[config.mk]
export PLATFORM = sky130hd
export DESIGN_NAME = ex_mem_skid_reg
export DESIGN_NICKNAME = d
export VERILOG_FILES = /design/src/rtl/ex_mem_skid_reg.sv
export SDC_FILE = /design/constraint.sdc
export NUM_CORES = 1
export LEC_CHECK = 0
export CORE_AREA = 2 2 171 173
export DETAILED_ROUTE_END_ITERATION = 6
export DIE_AREA = 0 0 173 175
export PLACE_DENSITY = 0.82
export SLEW_MARGIN = 20
export SYNTH_ARGS = -nofsm -noshare
export SYNTH_HDL_FRONTEND = slang
export SYNTH_SLANG_ARGS = --single-unit
[constraint.sdc]
create_clock -name clk -period 7 [get_ports clk]
set_clock_uncertainty 0.15 [all_clocks]
set_input_delay 0.7 -clock clk [delete_from_list [all_inputs] [get_ports clk]]
set_output_delay 0.7 -clock clk [all_outputs]
set_load 0.01 [all_outputs]
[src/rtl/ex_mem_skid_reg.sv]
// ex_mem_skid_reg: two-entry skid buffer between the execute and memory stages
module ex_mem_skid_reg #(
    parameter int DATA_W = 64,
    parameter int RD_W   = 5
) (
    input  logic              clk,
    input  logic              reset_n,
    input  logic              in_valid,
    output logic              in_ready,
    input  logic [DATA_W-1:0] alu_result,
    input  logic              alu_zero,
    input  logic [DATA_W-1:0] rs2_data,
    input  logic [RD_W-1:0]   rd_addr,
    input  logic [4:0]        ctrl_in,
    input  logic              flush,
    output logic              out_valid,
    input  logic              out_ready,
    output logic [DATA_W-1:0] out_alu_result,
    output logic [DATA_W-1:0] out_rs2_data,
    output logic              out_zero,
    output logic [RD_W-1:0]   out_rd_addr,
    output logic [4:0]        out_ctrl,
    output logic              out_branch_taken,
    output logic [1:0]        out_count
);
    localparam int EW = 2*DATA_W + RD_W + 6;
    typedef enum logic [1:0] {EMPTY = 2'd0, ONE = 2'd1, FULL = 2'd2} state_t;
    state_t        r_state, w_next;
    logic [EW-1:0] r_head, r_skid, w_in;
    logic          r_in_ready, w_push, w_pop, w_load_head, w_load_skid, w_skid_to_head;
    assign w_in      = {ctrl_in, rd_addr, alu_zero, rs2_data, alu_result};
    assign in_ready  = r_in_ready;
    assign out_valid = r_state != EMPTY;
    assign w_push    = in_valid & r_in_ready;
    assign w_pop     = out_valid & out_ready;
    assign out_count = r_state == FULL ? 2'd2 : r_state == ONE ? 2'd1 : 2'd0;
    assign out_alu_result   = r_head[DATA_W-1:0];
    assign out_rs2_data     = r_head[2*DATA_W-1:DATA_W];
    assign out_zero         = r_head[2*DATA_W];
    assign out_rd_addr      = r_head[2*DATA_W+1 +: RD_W];
    assign out_ctrl         = out_valid ? r_head[EW-1 -: 5] : 5'd0;
    assign out_branch_taken = out_ctrl[4] & out_zero;
    // next state and register load selects; flush overrides any push or pop
    always_comb begin
        w_next         = r_state;
        w_load_head    = 1'b0;
        w_load_skid    = 1'b0;
        w_skid_to_head = 1'b0;
        if (flush) begin
            w_next = EMPTY;
        end else begin
            case (r_state)
                EMPTY: begin
                    w_next      = w_push ? ONE : EMPTY;
                    w_load_head = w_push;
                end
                ONE: begin
                    w_next      = w_push && !w_pop ? FULL : !w_push && w_pop ? EMPTY : ONE;
                    w_load_head = w_push && w_pop;
                    w_load_skid = w_push && !w_pop;
                end
                FULL: begin
                    w_next         = w_pop ? ONE : FULL;
                    w_skid_to_head = w_pop;
                end
                default: w_next = EMPTY;
            endcase
        end
    end
    // state register; in_ready is registered from the next state
    always_ff @(posedge clk or negedge reset_n) begin
        if (!reset_n) begin
            r_state    <= EMPTY;
            r_in_ready <= 1'b0;
        end else begin
            r_state    <= w_next;
            r_in_ready <= w_next != FULL;
        end
    end
    // head and skid entry storage
    always_ff @(posedge clk or negedge reset_n) begin
        if (!reset_n) begin
            r_head <= '0;
            r_skid <= '0;
        end else begin
            if (w_load_head)
                r_head <= w_in;
            else if (w_skid_to_head)
                r_head <= r_skid;
            if (w_load_skid)
                r_skid <= w_in;
        end
    end
endmodule

==> metrics.yaml <==
clk_path_buf_depth: 3
core_area_sq_um: 28400
cts-root-buf: "clkbuf_16"
synthFlopType: "dfrtp_1"
cpMostUsedCell: "buf_4"
hold_path_class: "input port to async pin"
area.growth.synth_to_final_pct: 23.2
syn-cell-area_sq_um: 14000
post_cts_buffers: 0
start_util: 0.494
cp.required_ns: 7.27
period_share: 0.498
cts_made_buffers: 30
maxCapViolations: 0
arrival_ns: 3.76
io_buffer_count: 287
rsz0062_at_grt: "false"
htree_levels: 1
cp_slowest_cell: "buf_4"
combPwrFrac: 0.266
via_per_inst: 5.05
synth-seq-cells: 281
power_density_nw_per_um2: 326
die_y_um: 175
cts_hold_buffers: 0
tightest_slew_ns: 1.00
drtIter0Drc: 248
io-pin-count: 288
dieArea_sq_um: 30300
drt-pass1-iter-count: 6
layout.nets: 1196
min_period_ns: 3.49
synth.avg_cell_area_sq_um: 15.5
cts_tree: "yes"
max-slew-margin-rel: 0.330
critical_path.endpoint_type: "flip-flop"
clk_pin_slew_ns: 0.06
drv_slew: 0
synth_most_common_cell: "dfrtp_1"
yosys-top-cells-count: "dfrtp_1 (281), mux2_2 (216), mux2_4 (200), buf_4 (154), buf_6 (14)"
ys_async_sr_fraction: 1.00
irDropWorstVdd_mv: 0.201
path_class: "flip-flop to flip-flop"
critPathTopFamily: "buffers and inverters"
r2r-start: "r_state[1]$_DFF_PN0_"
num_antenna_cells: 0
dp_hpwl_um: 18300
totalWireLength_um: 28100
finalSetupViolCount: 0
netlist_instances: 903
synth_nets: 1048
finalHoldViolCount: 0
drc: 0
switching_share: 0.240
start_kind: "flip-flop"
synth_seq_area_share: 0.502
p_int_mw: 4.28
max_freq_mhz: 287
totalPowerFinal_mw: 5.63
synth_area_leader_cell: "dfrtp_1"
critPathMaxFanout: 40
grt_pass1_vias: 8218
p_seq_frac: 0.412
p_leak_nw: 7.80
grt.total_usage: 0.184
grt.overflow.total: 0
drive_gt1_frac: 0.448
clock_power_share: 0.322
synth_area_leaders: "dfrtp_1 (50%), mux2_4 (21%), mux2_2 (17%), buf_4 (8.2%), buf_6 (1.1%)"
r2r_cells: 8
fp-row-count: 62
yosys_warnings: 0
synth_top_cell_area_share: 0.502
reg2reg_to: "r_head[84]$_DFFE_PN0P_"
outcome: "completed"
crit_chain: "or2_2 > and2_1 > ha_1 > nand2_1 > a211o_4 > buf_4 > buf_4 > mux2_4"
place_congestion: 0.744
grt_pass1_wl_um: 45300
critPathBufInv: 2
rrSetupSlack_ns: 3.51
antenna_found_initial: 0
clk_latency_ns: 0.54
vias: 7365
cts.repair.resized: 0
die_x_um: 173
cts.sinks: 281
synth-edff-count: 0
grt_max_degree: 163
setup_tns_ns: 0
synth.distinct_cells: 23
avgRoutedWirePerCell_um: 19.3
ant_nets: 0
max_stage_delay_ns: 0.74
switchingPower_mw: 1.35
-- layout make-up --
type                    instances  area [sq um]
repair buffers                295          2960
multi-input cells             443          5640
fillers                      2146         11100
flip-flops and latches        281          7030
well taps                     384           480
clock buffers                  41           883
clock inverters                15           275
-- cell families (layout without fill, tap and decap cells) --
group                      Yosys count  after routing  synth area share
muxes                              417            417             0.388
DFF                                281            281             0.502
buffers and inverters              179            351            0.0974
and+or+nand+nor                     20             20           0.00919
AOI/OAI and AO/OA                    5              5           0.00259
adders and majority gates            1              1          0.000892
-- layout by cell type (no fill, tap or decap) --
cell / instances
a211o_4: 1
a21o_1: 2
a21oi_1: 1
and2_1: 7
and3_1: 1
and4b_1: 1
and4bb_4: 1
buf_12: 2
buf_4: 6
buf_8: 1
bufinv_16: 8
clkbuf_1: 3
clkbuf_16: 31
clkbuf_8: 7
clkdlybuf4s50_1: 286
clkinv_2: 7
dfrtp_1: 281
ha_1: 1
mux2_1: 1
mux2_2: 216
mux2_4: 200
nand2_1: 3
nand2_4: 1
nand3b_1: 1
nor2_1: 1
nor2b_1: 2
o21a_1: 1
or2_2: 1
or2b_1: 1
-- power by group through the flow --
stage	Clock, mW	Combinational (mW)	Sequential, mW
finish	1.82	1.50	2.32
global route	1.93	1.59	2.38
CTS	1.86	1.52	2.32
detailed placement	0	1.51	2.34
global placement	0	1.46	2.32
floorplan	0	1.16	2.25
-- stage by stage --
step	instance area [sq um]	util	setup slack (ns)	cells	hold WS [ns]
4_1_cts	17300	0.608	3.50	1459	0.0990
3_3_place_gp	16100	0.568	3.18	1403	0.331
2_1_floorplan	14000	-	4.59	903	0.254
3_5_place_dp	16100	0.568	3.20	1403	0.339
6_report	17300	0.608	3.51	1459	0.0444
5_1_grt	17300	0.608	3.35	1459	0.145
-- flip-flops by register name (all words and copies together), names as in the netlist --
name and flops:
r_skid 139, in_ready 1, r_head 139, r_state 2
-- worst reg2reg max path, stage by stage (launching register included) --
cell	delay, ns
dfrtp_1	0.45
or2_2	0.39
and2_1	0.18
ha_1	0.18
nand2_1	0.08
a211o_4	0.27
buf_4	0.51
buf_4	0.77
mux2_4	0.39
-- worst max-delay path by stage --
stage,slack (ns),to,depth (start not counted),from
global route,3.35,r_head[46]$_DFFE_PN0P_,8,r_state[1]$_DFF_PN0_
global placement,3.18,r_head[74]$_DFFE_PN0P_,8,out_ready
floorplan,4.59,r_head[100]$_DFFE_PN0P_,9,r_state[1]$_DFF_PN0_
finish,3.51,r_head[84]$_DFFE_PN0P_,8,r_state[1]$_DFF_PN0_
CTS,3.50,r_head[30]$_DFFE_PN0P_,8,r_state[1]$_DFF_PN0_
detailed placement,3.20,r_head[30]$_DFFE_PN0P_,8,out_ready
-- layer usage --
layer / global-route usage / wire length [um] / vias up
li1: - / - / 3313
met1: 0.239 / 12300 / 3797
met2: 0.314 / 13700 / 215
met3: 0.0400 / 1570 / 40
met4: 0.0441 / 629 / 0
met5: 0 / 0 / -
(Power assumes the default switching activity.)
